[src/rtl/pulse_framer.sv]
// Frames the interleaved sample stream per radar pulse: N samples followed by a
// 4-word trailer (sync, pulse count, timestamp), skipping pulses that cannot fit.
module pulse_framer #(
  parameter int                    data_width  = 16,
  parameter int                    count_width = 16,
  parameter int                    room_width  = 12,
  parameter logic [data_width-1:0] SYNC_WORD   = 16'h8000
) (
  input  logic                   clock,
  input  logic                   reset,
  input  logic                   enable,
  input  logic                   init,
  input  logic [data_width-1:0]  data_in,
  input  logic                   strobe_in,
  input  logic                   trigger,
  input  logic [count_width-1:0] n_samples,
  input  logic [room_width-1:0]  fifo_room,
  output logic [data_width-1:0]  fifo_data,
  output logic                   fifo_wr,
  output logic                   busy,
  output logic                   overrun,
  output logic [15:0]            skipped
);

  localparam int CMP_W = ((count_width > room_width) ? count_width : room_width) + 1;

  typedef enum logic [1:0] {
    IDLE,
    SAMPLES,
    TRAILER
  } state_e;

  state_e                 state_q;
  logic                   trig_q;
  logic [31:0]            ts_q;
  logic [31:0]            ts_lat_q;
  logic [15:0]            pulse_cnt_q;
  logic [count_width-1:0] n_q;
  logic [count_width-1:0] cnt_q;
  logic [1:0]             phase_q;
  logic [data_width-1:0]  fifo_data_q;
  logic                   fifo_wr_q;
  logic                   busy_q;
  logic                   overrun_q;
  logic [15:0]            skipped_q;

  logic                   clear;
  logic                   trig_edge;
  logic                   room_ok;
  logic [count_width-1:0] cnt_d;

  // NOTE: every always_comb output gets a default first so no path can infer a latch.
  always_comb begin
    clear     = 1'b0;
    trig_edge = 1'b0;
    room_ok   = 1'b0;
    cnt_d     = cnt_q;
    clear     = reset | ~enable | init;
    trig_edge = trigger & ~trig_q;
    // Widened compare so n_samples + 4 cannot wrap against a narrower room value.
    room_ok   = (CMP_W'(fifo_room) >= (CMP_W'(n_samples) + CMP_W'(4)));
    cnt_d     = cnt_q + count_width'(1);
  end

  // NOTE: all state updates use non-blocking assignments so every register samples
  // pre-edge values, independent of statement order.
  always_ff @(posedge clock) begin
    if (clear) begin
      state_q     <= IDLE;
      trig_q      <= 1'b0;
      ts_q        <= '0;
      ts_lat_q    <= '0;
      pulse_cnt_q <= '0;
      n_q         <= '0;
      cnt_q       <= '0;
      phase_q     <= '0;
      fifo_data_q <= '0;
      fifo_wr_q   <= 1'b0;
      busy_q      <= 1'b0;
      overrun_q   <= 1'b0;
      skipped_q   <= '0;
    end else begin
      ts_q      <= ts_q + 32'd1;
      trig_q    <= trigger;
      fifo_wr_q <= 1'b0;
      case (state_q)
        IDLE: begin
          busy_q <= 1'b0;
          if (trig_edge && (n_samples != '0)) begin
            if (!room_ok) begin
              overrun_q <= 1'b1;
              if (skipped_q != 16'hFFFF) skipped_q <= skipped_q + 16'd1;
            end else begin
              n_q      <= n_samples;
              ts_lat_q <= ts_q;
              cnt_q    <= '0;
              busy_q   <= 1'b1;
              state_q  <= SAMPLES;
            end
          end
        end
        SAMPLES: begin
          busy_q <= 1'b1;
          if (strobe_in) begin
            fifo_data_q <= data_in;
            fifo_wr_q   <= 1'b1;
            cnt_q       <= cnt_d;
            if (cnt_d == n_q) begin
              state_q <= TRAILER;
              phase_q <= 2'd0;
            end
          end
        end
        TRAILER: begin
          // busy stays high through the final trailer write, which lands one cycle after IDLE is entered.
          busy_q    <= 1'b1;
          fifo_wr_q <= 1'b1;
          phase_q   <= phase_q + 2'd1;
          case (phase_q)
            2'd0: fifo_data_q <= SYNC_WORD;
            2'd1: fifo_data_q <= data_width'(pulse_cnt_q);
            2'd2: fifo_data_q <= data_width'(ts_lat_q[31:16]);
            2'd3: begin
              fifo_data_q <= data_width'(ts_lat_q[15:0]);
              pulse_cnt_q <= pulse_cnt_q + 16'd1;
              state_q     <= IDLE;
            end
            default: fifo_data_q <= fifo_data_q;
          endcase
        end
        default: state_q <= IDLE;
      endcase
    end
  end

  assign fifo_data = fifo_data_q;
  assign fifo_wr   = fifo_wr_q;
  assign busy      = busy_q;
  assign overrun   = overrun_q;
  assign skipped   = skipped_q;

endmodule

[config.mk]
export PLATFORM = sky130hd
export DESIGN_NAME = pulse_framer
export DESIGN_NICKNAME = d
export VERILOG_FILES = /design/src/rtl/pulse_framer.sv
export SDC_FILE = /design/constraint.sdc
export NUM_CORES = 1
export LEC_CHECK = 0
export CAP_MARGIN = 20
export CORE_MARGIN = 1
export CORE_UTILIZATION = 55
export CTS_BUF_LIST = sky130_fd_sc_hd__clkbuf_4
export DETAILED_ROUTE_END_ITERATION = 10
export PLACE_DENSITY = 0.84
export SYNTH_ARGS = -nofsm -noshare
export SYNTH_HDL_FRONTEND = slang
export SYNTH_SLANG_ARGS = --single-unit
[constraint.sdc]
create_clock -name clock -period 4.8 [get_ports clock]
set_clock_uncertainty 0.1 [all_clocks]
set_input_delay 0.96 -clock clock [delete_from_list [all_inputs] [get_ports clock]]
set_output_delay 0.96 -clock clock [all_outputs]
set_load 0.005 [all_outputs]
* Yosys cells after proc, flatten, opt, wreduce, memory -nomap -nowiden
Index checks and enable logic that the tools add are counted.
Operators by class: add/subtract/negate cells 6, order comparisons 1, equal/unequal tests 12, mux-type cells 21, bitwise logic cells 6, reductions and logical operators 16
Operator list (count):
- $mux 16 | 4
- $pmux 16 s2 | 2
- $pmux 16 s4 | 1
- $add 16x1->16 const B | 3
- $add 32x1->32 const B | 1
- $add 16x3->17 const B | 1
- $ge 12x17->1 | 1
- $eq 16x16->1 | 1
- $ne 16x16->1 const B | 1
- $reduce_bool 16->1 | 1
- $mux 2 | 7
- $ne 2x2->1 const B | 5
- $reduce_and 3->1 | 3
- $reduce_and 4->1 | 2
- $eq 2x2->1 const B | 3
- $pmux 2 s3 | 1
- $reduce_bool 2->1 | 3
- $reduce_and 5->1 | 1
- $eq 2x1->1 const B | 2
- $logic_not 2->1 | 2
- $pmux 1 s2 | 2
- $pmux 2 s2 | 1
- $reduce_and 2->1 | 2
- $mux 1 | 3
- other kinds (6) | 9
Word-level totals: register bits 152, input bits 50, output and inout port bits 35, word-level logic and storage cells 75

* Logic depth before layout (Yosys ltp)
depth after elaboration 5, depth in mapped cells 14, mapped depth without buffers 12

* Worst setup path after synthesis
OpenSTA, ideal clock, no wires.
path type input to register, from input port n_samples[4], to register skipped_q[3], in the netlist skipped[3], setup time 70 ps, arrival 3537 ps, required time 4630 ps, setup slack 1093 ps, stages on the path 13, path buffers 2, cell sequence buf_2 > nand3_1 > nor3_1 > xnor2_1 > ha_1 > a21o_1 > o211ai_1 > mux2_4 > a21oi_2 > or4_1 > buf_2 > or3_1 > a21oi_1
On the way: longest elaborated chain between the ends 4, elaborated cells on any way between the ends 6, those cells by class add/sub: 1; order compare: 1; bitwise: 1; reduce/logical: 3
RTL lines:
- start, declared | RTL line 16 | input logic [count_width-1:0] n_samples,
- $add 16x3->17 | RTL line 61 | room_ok = (CMP_W'(fifo_room) >= (CMP_W'(n_samples) + CMP_W'(4)));
- $ge 12x17->1 | RTL line 61
- $not 1->1 (no line)
- $reduce_and 4->1 (no line) (*)
- end signal, assigned | RTL line 92 | if (skipped_q != 16'hFFFF) skipped_q <= skipped_q + 16'd1;
- end, declared | RTL line 45 | logic [15:0] skipped_q;
Every way passes the cells marked *; elsewhere a longest branch is shown, timed or not. A chain may end at the register's enable or synchronous reset.

* Worst setup path after layout
from input port n_samples[2], to register skipped_q[3], in the netlist skipped[3]
The elaborated chain is that of the path after synthesis.

==> flow_metrics.tcl <==
set metrics [dict create \
    status "complete, no violations" \
    reg2reg_depth 8 \
    drive_above_1_share_pct 5.20 \
    wl_mm 19.0 \
    synthMuxAreaShare_pct 6.62 \
    antenna_found_initial 1 \
    firstDrtPassIters 6 \
    synth_top_family_by_area "simple AND/OR/NAND/NOR gates" \
    grt.total_usage_pct 27.1 \
    yosys.area_share.adder_pct 4.24 \
    cts_hold_buf 0 \
    hold_slack_ps 373 \
    clk_pin_slew_ps 120 \
    fin_util_pct 66.3 \
    register_area_sq_um 3040 \
    rsz0062_at_grt "false" \
    die_h_um 120 \
    fin_crit_sh_pct 83.3 \
    power_mw 2.21 \
    reg2reg_to "state_q[0]" \
    drtIter0Drc 731 \
    syn_avg_cell_area_sq_um 8.45 \
    synthCells 909 \
    cts_tree "done" \
    row_count 42 \
    max-cap-violations 0 \
    synth-compound-area-share_pct 15.5 \
    worst-setup-path-type "primary input to register" \
    syn_nets 985 \
    power.density_nw_per_um2 248 \
    dr_total_vias 6992 \
    dp_hpwl_mm 13.3 \
    die_x_um 120 \
    coreArea_sq_um 13500 \
    synthDistinctLibCells 62 \
    gp_congestion 0.881 \
    end_kind "register" \
    h-tree-depth 4 \
    synth_area_sq_um 7680 \
    clock_sinks 152 \
    setup_violations 0 \
    async_flop_share_pct 0 \
    fmax_mhz 250 \
    synth_xor_area_share_pct 7.19 \
    synth_warnings 0 \
    wl_per_cell_um 16.4 \
    drv_slew 0 \
    multi_input_area_sq_um 4310 \
    power.leakage_nw 2.93 \
    startpoint "n_samples[2]" \
    fin_crit_ps 4000 \
    dpl_cell_area_sq_um 8630 \
    crit_end "skipped[3]" \
    yosysSeqAreaShare_pct 39.6 \
    layout_common_cells "dfxtp_1 (152), nor2_1 (124), clkdlybuf4s50_1 (84), nand2_1 (59), o21ai_0 (52)" \
    grt_max_degree 53 \
    syn2layout_area_growth_pct 16.2 \
    arrival_ps 4390 \
    root_buffer "clkbuf_4" \
    ys_ff_latch 152 \
    yosys.area_share.simple_pct 22.3 \
    overflow 0 \
    cts_buffer_depth 2 \
    grt_pass1_wl_mm 31.3 \
    reg2reg_slack_ps 1720 \
    layout_commonest_cell "dfxtp_1" \
    ir_drop_v 0.000208 \
    path_max_fanout 8 \
    hold_path_class "register to register" \
    viasPerCell 6.04 \
    cp-start-kind "primary input" \
    cp.required_ps 5190 \
    r2r_start "cnt_q[0]" \
    cts_resized 0 \
    postCtsSetupRepairBufs 0 \
    start_util_pct 57.1 \
    io_buffers 84 \
    drc_errors 0 \
    synth_edf_count 0 \
    grt_pass1_vias 6447 \
    num_io_pins 85 \
    final_nets 1044 \
    slew_headroom_pct 45.3 \
    final_area_sq_um 8920 \
    synthFlopType "dfxtp_1" \
    numCtsBuffers 17 \
    die_area_sq_um 14400 \
    insertion_delay_ps 560 \
    setup_tns_ps 0 \
    worstMarginPinSlew_ps 820 \
    ant_nets 0 \
    num-fill-cells 1144 \
    hold_viol_final 0 \
]
## routing by layer
metal	vias to the layer above	part of all wire (%)	GRT usage, %
met5	-	0	0
met4	0	2.1	9.77
met3	29	5.1	4.90
met2	216	49	45.3
met1	3359	44	34.8
li1	3388	-	-
## state kept, by name, summed over array words and instances, names as in the netlist
name,count
busy,1
cnt_q,16
fifo_data,16
fifo_wr,1
n_q,16
overrun,1
phase_q,2
pulse_cnt_q,16
skipped,16
state_q,2
trig_q,1
ts_lat_q,32
ts_q,32
## cell families after synthesis
group | count (synthesis)
and+or+nand+nor | 345
AOI/OAI and AO/OA | 182
DFF | 152
buffers and inverters | 91
xor gates and xnor gates | 63
muxes | 50
adders and majority gates | 26
## critical path: stages
cell and delay (ps):
clkdlybuf4s50_1 540, ha_1 270, nand3_1 100, nor2_1 120
xnor2_1 140, ha_1 260, a2111oi_0 400, o21a_1 300
a21oi_2 140, or4_1 670, or3_1 360, a21oi_1 140
## where the power goes
part | switching, mW | internal (mW)
registers | 0.00129 | 1.26
clock network | 0.460 | 0.362
logic | 0.0657 | 0.0630
## synth_stat cells (all sizes together) (6+ instances only)
| cell type | count | area [sq um] |
|---|---|---|
| xnor2 | 32 | 280 |
| nand3 | 32 | 160 |
| nor4 | 10 | 62.6 |
| and4 | 8 | 70.1 |
| nand4b | 6 | 52.6 |
| o211ai | 6 | 45.0 |
| nor3 | 11 | 60.1 |
| inv | 35 | 131 |
| nand4 | 27 | 175 |
| buf | 9 | 42.5 |
| and2 | 10 | 62.6 |
| nand2b | 6 | 37.5 |
| and3 | 22 | 138 |
| a211oi | 6 | 45.0 |
| mux2i | 47 | 470 |
| a21oi | 51 | 259 |
| dfxtp | 152 | 3040 |
| o221ai | 15 | 131 |
| clkbuf | 47 | 176 |
| or4 | 7 | 52.6 |
| o21ai | 52 | 260 |
| or3 | 15 | 93.8 |
| ha | 26 | 325 |
| xor2 | 31 | 272 |
| a222oi | 15 | 150 |
| nor2 | 124 | 465 |
| nand2 | 59 | 221 |
## worst min path at each step
stage | startpoint | to | slack (ps) | cells past startpoint
2_1_floorplan | ts_lat_q[31] | ts_lat_q[31] | 340 | 2
3_3_place_gp | ts_lat_q[31] | ts_lat_q[31] | 350 | 2
3_5_place_dp | ts_lat_q[31] | ts_lat_q[31] | 360 | 2
4_1_cts | ts_lat_q[31] | ts_lat_q[31] | 380 | 2
5_1_grt | ts_lat_q[31] | ts_lat_q[31] | 410 | 2
6_report | ts_lat_q[31] | ts_lat_q[31] | 370 | 2
## area by class of cell
type                    count  share of cell area [%]
multi-input cells         666                    48.3
repair buffers             96                    10.4
inverters                  35                    1.47
flip-flops and latches    152                    34.1
clock inverters            13                    1.71
clock buffers              18                    1.51
well taps                 176                    2.47
diodes                      1                  0.0281
## metrics by stage
step                worst slack, ps  instances
detailed placement              219       1125
finish                          799       1157
global route                    535       1157
floorplan                      1090        909
global placement                305       1125
CTS                             812       1156
No activity file was read; power rests on OpenSTA's default activity.
